==> src/rtl/dsm2_stim_gen.sv <==
// Filter-row stimulus source (zero / 2nd-order DSM / PRBS15 / alternating) with one registered bit per enabled clk.
// Latency 1 clk from state to pins; no backpressure; bit replicated onto lane-masked pins.
module dsm2_stim_gen #(
   parameter int NUM_OUTPUTS = 24,
   parameter int CODE_WIDTH  = 16
) (
   input  logic                   clk,
   input  logic                   reset_n,
   input  logic                   enable,
   input  logic [1:0]             mode,
   input  logic [CODE_WIDTH-1:0]  code,
   input  logic                   code_load,
   input  logic [NUM_OUTPUTS-1:0] lane_mask,
   output logic [NUM_OUTPUTS-1:0] bitstream,
   output logic [CODE_WIDTH-1:0]  code_active,
   output logic [15:0]            sample_cnt
);
   localparam int I1W = CODE_WIDTH + 2;
   localparam int I2W = CODE_WIDTH + 4;
   localparam int SW  = CODE_WIDTH + 6;

   localparam logic [1:0]  MODE_ZERO = 2'b00;
   localparam logic [1:0]  MODE_DSM  = 2'b01;
   localparam logic [1:0]  MODE_PRBS = 2'b10;
   localparam logic [1:0]  MODE_ALT  = 2'b11;
   localparam logic [14:0] LFSR_SEED = 15'h7FFF;

   localparam logic signed [SW-1:0] FB_MAG = SW'(64'sd1 <<< (CODE_WIDTH - 1));
   localparam logic signed [SW-1:0] I1_MAX = SW'((64'sd1 <<< (I1W - 1)) - 64'sd1);
   localparam logic signed [SW-1:0] I1_MIN = SW'(-(64'sd1 <<< (I1W - 1)));
   localparam logic signed [SW-1:0] I2_MAX = SW'((64'sd1 <<< (I2W - 1)) - 64'sd1);
   localparam logic signed [SW-1:0] I2_MIN = SW'(-(64'sd1 <<< (I2W - 1)));

   logic signed [I1W-1:0]   r_i1;
   logic signed [I2W-1:0]   r_i2;
   logic [14:0]             r_lfsr;
   logic                    r_tog;
   logic [1:0]              r_prev_mode;
   logic [CODE_WIDTH-1:0]   r_code_active;
   logic [15:0]             r_sample_cnt;
   logic [NUM_OUTPUTS-1:0]  r_bitstream;

   logic                    w_mode_chg;
   logic                    w_run;
   logic                    w_y;
   logic signed [SW-1:0]    w_fb;
   logic signed [SW-1:0]    w_i1_sum;
   logic signed [SW-1:0]    w_i2_sum;
   logic signed [I1W-1:0]   w_i1_next;
   logic signed [I2W-1:0]   w_i2_next;

   function automatic logic signed [I1W-1:0] sat_i1(input logic signed [SW-1:0] v);
      logic signed [SW-1:0] c;
      if (v > I1_MAX)      c = I1_MAX;
      else if (v < I1_MIN) c = I1_MIN;
      else                 c = v;
      return c[I1W-1:0];
   endfunction

   function automatic logic signed [I2W-1:0] sat_i2(input logic signed [SW-1:0] v);
      logic signed [SW-1:0] c;
      if (v > I2_MAX)      c = I2_MAX;
      else if (v < I2_MIN) c = I2_MIN;
      else                 c = v;
      return c[I2W-1:0];
   endfunction

   // A mode change edge only re-initialises state; it never emits a bit.
   assign w_mode_chg = (mode != r_prev_mode);
   assign w_run      = enable && (mode != MODE_ZERO) && !w_mode_chg;

   always_comb begin
      case (mode)
         MODE_DSM:  w_y = ~r_i2[I2W-1];
         MODE_PRBS: w_y = r_lfsr[14];
         MODE_ALT:  w_y = r_tog;
         default:   w_y = 1'b0;
      endcase
   end

   // i2 is updated with the already-saturated i1, not the raw sum.
   assign w_fb      = w_y ? FB_MAG : -FB_MAG;
   assign w_i1_sum  = SW'(r_i1) + SW'($signed(r_code_active)) - w_fb;
   assign w_i1_next = sat_i1(w_i1_sum);
   assign w_i2_sum  = SW'(r_i2) + SW'(w_i1_next) - w_fb;
   assign w_i2_next = sat_i2(w_i2_sum);

   always_ff @(posedge clk or negedge reset_n) begin
      if (!reset_n) begin
         r_prev_mode   <= MODE_ZERO;
         r_code_active <= '0;
         r_sample_cnt  <= '0;
         r_i1          <= '0;
         r_i2          <= '0;
         r_lfsr        <= LFSR_SEED;
         r_tog         <= 1'b1;
         r_bitstream   <= '0;
      end else begin
         r_prev_mode <= mode;
         if (code_load) r_code_active <= code;

         if (code_load || w_mode_chg)
            r_sample_cnt <= '0;
         else if (w_run && (r_sample_cnt != 16'hFFFF))
            r_sample_cnt <= r_sample_cnt + 16'd1;

         if (w_mode_chg) begin
            r_i1        <= '0;
            r_i2        <= '0;
            r_lfsr      <= LFSR_SEED;
            r_tog       <= 1'b1;
            r_bitstream <= '0;
         end else if (w_run) begin
            r_bitstream <= {NUM_OUTPUTS{w_y}} & lane_mask;
            case (mode)
               MODE_DSM: begin
                  r_i1 <= w_i1_next;
                  r_i2 <= w_i2_next;
               end
               MODE_PRBS: r_lfsr <= {r_lfsr[13:0], r_lfsr[14] ^ r_lfsr[13]};
               MODE_ALT:  r_tog  <= ~r_tog;
               default:   ;
            endcase
         end else begin
            r_bitstream <= '0;
         end
      end
   end

   assign bitstream   = r_bitstream;
   assign code_active = r_code_active;
   assign sample_cnt  = r_sample_cnt;
endmodule
==> config.mk <==
export PLATFORM = sky130hd
export DESIGN_NAME = dsm2_stim_gen
export DESIGN_NICKNAME = d
export VERILOG_FILES = /design/src/rtl/dsm2_stim_gen.sv
export SDC_FILE = /design/constraint.sdc
export NUM_CORES = 1
export LEC_CHECK = 0
export BUFFER_PORTS_ARGS = -buffer_cell sky130_fd_sc_hd__buf_2
export CAP_MARGIN = 20
export CORE_MARGIN = 2
export CORE_UTILIZATION = 34
export CTS_BUF_LIST = sky130_fd_sc_hd__clkbuf_4 sky130_fd_sc_hd__clkbuf_8
export DETAILED_ROUTE_END_ITERATION = 10
export GPL_ROUTABILITY_DRIVEN = 0
export PLACE_DENSITY_LB_ADDON = 0.08
export RECOVER_POWER = 50
export SETUP_SLACK_MARGIN = 0.15
export SYNTH_ARGS = -nofsm -noshare
export SYNTH_HDL_FRONTEND = slang
export SYNTH_SLANG_ARGS = --single-unit
==> constraint.sdc <==
create_clock -name clk -period 9.95 [get_ports clk]
set_input_delay 1.4925 -clock clk [delete_from_list [all_inputs] [get_ports clk]]
set_output_delay 1.4925 -clock clk [all_outputs]
set_load 0.05 [all_outputs]
==> flow_summary.ini, run 1 <==
[routing]
vias = 5715
first_pass_iters = 4
drt_iter0_drc = 310
routed_via_density = 4.80
routedWlPerCell_um = 14.7
drc = 0
routed_wl_um = 17500
drtAntennaViolNets = 0

[finish]
fin_cells = 1190
nFillCells = 2221
final_nets = 1033
area_growth_pct = 12.2
diodes = 0
drive_gt1_frac = 0.136

[logic_synthesis]
netlist.area_leader.share = 0.325
ys_ff_latch = 112
synthTopCellsByArea = dfrtp_1 (32%), ha_1 (12%), inv_1 (6.4%), dfstp_2 (5.7%), nand2_1 (4.7%)
synth-edff-count = 0
seq_area_frac_synth = 0.381
ys_warn_count = 0
synth_area_um2 = 7400
synth.distinct_cells = 67
yosysMostFrequentCell = inv_1
syn_inst = 826
async_flop_share = 1.00
synthTopCellsByCount = inv_1 (127), dfrtp_1 (96), nand2_1 (92)
syn_area_per_cell_um2 = 8.96
yosys.area.top_type = dfrtp_1
synth_nets = 949
dominantRegCellSynth = dfrtp_1

[cts]
cts_tree = done
clockBufferDepth = 2
clock_latency_ps = 400
ctsResizeCount = 0
cts-root-buf = clkbuf_8
clk_pin_slew_ps = 140
hold_buffers = 0
post-cts-setup-buffer-count = 0
htree_levels = 3
cts.sinks = 112
cts_made_buffers = 9

[die]
die-area_um2 = 23000
pin_count = 102
core_um2 = 21200
die_y_um = 152
rows = 53
die_w_um = 152
start_util = 0.349

[outcome]
status = finished with violations
violations = capacitance limit, slew limit

[global_route]
grtUsageTotal = 0.157
first_global_vias = 5561
antenna_found_initial = 0
grt-ovfl-total = 0
grt_pass1_wl_um = 28500
grt_max_degree = 58

[timing]
timing.final.max_slew_violations = 115
clock.fmax_mhz = 120
finalHoldViolCount = 0
slew_headroom = -1.08
rsz0062_at_grt = no
hold_ws_ps = 488
final.period_utilization = 0.834
tns_ps = 0
finalSetupViolations = 0
min_period_ps = 8300
skew_ps = 20.5
setup_slack_ps = 1650
worstMarginPinSlew_ps = 3120

[placement]
portBuffers = 101
place_inst = 1174
dp_hpwl_um = 12900
dpl_worst_slack_ps = 1370

[critical_path]
crit_fanout = 18
worstPathRequired_ps = 10280
worstPathArrival_ps = 8630
end_kind = register
path_class = in -> reg
worstSetupStartpointType = primary input

[run]
cap_violations = 2

[min_path]
hold_path_class = reg -> reg
## final timing paths
kind | start | end | slack, ps | cells after the start
max | mode[0] | r_i2[7]$_DFFE_PN0P_ | 1650 | 24
min | r_lfsr[12]$_DFFE_PN1P_ | r_lfsr[13]$_DFFE_PN1P_ | 490 | 2
max reg2reg | r_i2[19]$_DFFE_PN0P_ | r_i2[7]$_DFFE_PN0P_ | 2640 | 23
min reg2reg | r_lfsr[12]$_DFFE_PN1P_ | r_lfsr[13]$_DFFE_PN1P_ | 490 | 2
max in group asynchronous | reset_n | bitstream[14]$_DFF_PN0_ | 3780 | 2
min in group asynchronous | reset_n | code_active[7]$_DFFE_PN0P_ | 2080 | 1
## layout make-up
| type | count | area [um^2] | share of cell area |
|---|---|---|---|
| Clock inverter | 7 | 80.1 | 0.00965 |
| Tap cell | 275 | 344 | 0.0414 |
| Inverter | 127 | 477 | 0.0574 |
| Timing Repair Buffer | 106 | 489 | 0.0589 |
| Clock buffer | 9 | 124 | 0.0149 |
| Multi-Input combinational cell | 554 | 3970 | 0.478 |
| Sequential cell | 112 | 2820 | 0.340 |
## kinds of logic after synthesis
kind of cell	Yosys count	share of synthesized area
buf+inv	160	0.0854
flops	112	0.381
mux	2	0.00287
xor+xnor	46	0.0544
fa+ha+maj	77	0.136
compound gates	201	0.190
simple gates	228	0.150
## stage by stage
stage	utilization	area, um^2
after floorplan	-	7400
final	0.391	8300
after global placement	0.384	8150
after detailed placement	0.384	8160
after global routing	0.391	8300
after CTS	0.394	8360
## layer usage
metal  vias up  routed length [um]  track usage
li1       2982                   -            -
met1      2653                9290        0.237
met2        74                7650        0.238
met3         6                 482       0.0207
met4         0                 117       0.0366
met5         -                   0            0
## flip-flops by register name, indices dropped and copies added, names as in the netlist
name         flops
r_tog            1
r_prev_mode      2
code_active     16
bitstream       24
r_i2            20
r_lfsr          15
r_i1            18
sample_cnt      16
## cells in the final DEF, fill, tap and decap left out, types with 3 or more instances in the layout
master    synthesis  routed
inv_1           127     127
dfrtp_1          96      96
nand2_1          92      92
ha_1             71      71
buf_2             3      61
a21oi_1          57      57
clkbuf_1         24      42
o21ai_0          39      39
nor2_1           32      32
a221o_1          31      31
nand3_1          30      30
and2_1           29      29
xnor2_1          24      24
xor2_1           22      22
dfstp_2          16      16
a21o_1           12      12
o211ai_1          9       9
clkbuf_8          0       9
nand4_1           8       8
nor2b_1           7       7
a31oi_1           7       6
or3_1             6       6
fa_1              6       6
nand2b_1          5       5
o21bai_1          4       4
a211oi_1          4       4
a21oi_2           4       4
and3_1            3       3
and4_1            3       3
a21o_2            3       3
## critical path, cell delays in order
cell and delay [ps]:
clkbuf_1 360, nor2_1 100, a21oi_1 510, inv_1 240, fa_1 480, ha_1 390
and4_1 260, nand2_1 90, a211oi_2 230, nor2_1 80, nor4b_1 280, a211o_1 500
inv_1 150, o21ai_0 270, fa_1 480, ha_1 440, nand3_1 150, nor2_1 340
o2111ai_2 250, a311o_1 370, a31oi_1 150, a31oi_1 100, nor2_2 690, a221o_1 210
Power of run 1 is left out: the tool's default activity adds up to more than one toggle a clock period on the data nets, which glitch-free logic cannot reach.
==> run 2: changes to the inputs <==
--- a/config.mk
+++ b/config.mk
@@ -5,6 +5,7 @@
 export SDC_FILE = /design/constraint.sdc
 export NUM_CORES = 1
 export LEC_CHECK = 0
+export ABC_AREA = 1
 export BUFFER_PORTS_ARGS = -buffer_cell sky130_fd_sc_hd__buf_2
 export CAP_MARGIN = 20
 export CORE_MARGIN = 2
==> constraint.sdc (replaced) <==
create_clock -name clk -period 6.7 [get_ports clk]
set_input_delay 1.005 -clock clk [delete_from_list [all_inputs] [get_ports clk]]
set_output_delay 1.005 -clock clk [all_outputs]
set_load 0.05 [all_outputs]
==> flow_summary.ini, run 2 <==
[outcome]
status = finished with violations
violations = capacitance limit, slew limit

[min_path]
hold_path_class = reg -> reg

[critical_path]
slowest_stage = fa_1
end_kind = register
worstPathArrival_ps = 6230
crit_path_frequent_cell = nand2_1
max_stage_delay_ps = 450
crit_fanout = 17
worstPathRequired_ps = 7030
worstSetupStartpointType = primary input
reg2reg_slack_ps = 1240
path_class = in -> reg

[logic_synthesis]
synth_nets = 1242
async_flop_share = 1.00
syn_inst = 1119
synth.distinct_cells = 44
seq_area_frac_synth = 0.352
synth_area_um2 = 8020
ys_ff_latch = 112
netlist.area_leader.share = 0.300
synthTopCellsByCount = nand2_1 (339), inv_1 (215), dfrtp_1 (96)
yosys.area.top_type = dfrtp_1
dominantRegCellSynth = dfrtp_1
ys_warn_count = 0
syn_area_per_cell_um2 = 7.16
synthTopCellsByArea = dfrtp_1 (30%), nand2_1 (16%), ha_1 (11%), inv_1 (10%), dfstp_2 (5.2%)
yosysMostFrequentCell = nand2_1
synth-edff-count = 0

[cts]
htree_levels = 3
cts_tree = done
clk_pin_slew_ps = 120
clock_latency_ps = 410
clockBufferDepth = 2
cts_made_buffers = 9
cts-root-buf = clkbuf_8
cts.sinks = 112

[finish]
diodes = 0
largest_reg_flops = 24
final_common_cell = nand2_1
nFillCells = 2568
most-common-layout-cells = nand2_1 (341), inv_1 (215), dfrtp_1 (96)
area_growth_pct = 13.5
final_nets = 1344
drive_gt1_frac = 0.122

[global_route]
first_global_vias = 6746
grt_max_degree = 64
grtUsageTotal = 0.172
grt-ovfl-total = 0
antenna_found_initial = 0
grt_pass1_wl_um = 33900

[routing]
drc = 0
vias = 6958
drtAntennaViolNets = 0
routed_via_density = 4.50
routedWlPerCell_um = 13.3
drt_iter0_drc = 364
routed_wl_um = 20600
first_pass_iters = 5

[timing]
min_period_ps = 5900
rsz0062_at_grt = no
clock.fmax_mhz = 169
finalSetupViolations = 0
tns_ps = 0
worstMarginPinSlew_ps = 3720
final.period_utilization = 0.881
finalHoldViolCount = 0
skew_ps = 16.0
slew_headroom = -1.48
timing.final.max_slew_violations = 64

[die]
core_um2 = 23300
start_util = 0.344
die-area_um2 = 24800
die_w_um = 158
die_y_um = 158
rows = 56
pin_count = 102

[placement]
portBuffers = 101
dp_hpwl_um = 15300

[run]
cap_violations = 1
-- run 2: cell count changes in the layout (fill, tap and decap cells not counted), sizes merged, moves of 11 or more --
| cell | change |
|---|---|
| a221o | -32 |
| nor2 | +49 |
| nand3 | +36 |
| nand2 | +258 |
| inv | +91 |
| a21o | -11 |
| buf | +26 |
| clkbuf | -17 |
| and2 | -29 |
| xnor2 | -12 |
-- run 2: timing repair --
item	in CTS	in global routing
gates resized for setup	0	2
setup buffers	0	5
endpoints found under the setup margin	0	17
hold buffers	0	0
-- run 2: worst paths after layout --
path                                         from                     endpoint  cells after the start
setup reg to reg           r_lfsr[14]$_DFFE_PN1P_          r_i2[3]$_DFFE_PN0P_                     28
hold / removal                r_i1[5]$_DFFE_PN0P_          r_i1[5]$_DFFE_PN0P_                      2
min in group asynchronous                 reset_n  code_active[11]$_DFFE_PN0P_                      1
max in group asynchronous                 reset_n         r_i1[17]$_DFFE_PN0P_                      2
setup / recovery                          mode[0]          r_i2[3]$_DFFE_PN0P_                     31
hold reg to reg               r_i1[5]$_DFFE_PN0P_          r_i1[5]$_DFFE_PN0P_                      2
-- run 2: worst max-delay path, delay by kind of cell --
kind | cells | cell delay, ps
and+or+nand+nor | 22 | 2950
adders and majority gates | 4 | 1590
buffers and inverters | 4 | 480
AOI/OAI and AO/OA | 1 | 220
-- run 2: cells by family (layout without fill, tap and decap cells) --
| family | Yosys count | after routing | synth area share |
|---|---|---|---|
| compound gates | 127 | 127 | 0.0907 |
| xor+xnor | 34 | 34 | 0.0372 |
| fa+ha+maj | 77 | 77 | 0.126 |
| buf+inv | 242 | 349 | 0.118 |
| flops | 112 | 112 | 0.352 |
| simple gates | 527 | 527 | 0.276 |
-- run 2: area by class of cell --
type,instances,area [um^2],share of cell area
clock buffers,10,138,0.0151
inverters,219,823,0.0905
well taps,319,399,0.0439
repair buffers,114,583,0.0641
multi-input cells,765,4260,0.468
clock inverters,6,70.1,0.00770
flip-flops and latches,112,2820,0.310
-- run 2: layer usage --
metal / up-vias / wire [um] / GRT usage
met5: - / 0 / 0
met3: 14 / 463 / 0.0206
met2: 71 / 9330 / 0.278
li1: 3683 / - / -
met4: 0 / 248 / 0.0424
met1: 3190 / 10600 / 0.245
-- run 2: metrics by stage --
stage / util / hold WS (ps) / std cells / worst slack (ps) / cell area, um^2
floorplan: - / 449 / 1119 / 874 / 8020
global placement: 0.380 / 464 / 1524 / 215 / 8880
detailed placement: 0.380 / 467 / 1524 / 230 / 8880
CTS: 0.389 / 497 / 1540 / 648 / 9080
global route: 0.390 / 507 / 1545 / 241 / 9100
finish: 0.390 / 491 / 1545 / 800 / 9100
Power of run 2 is left out for the same reason.
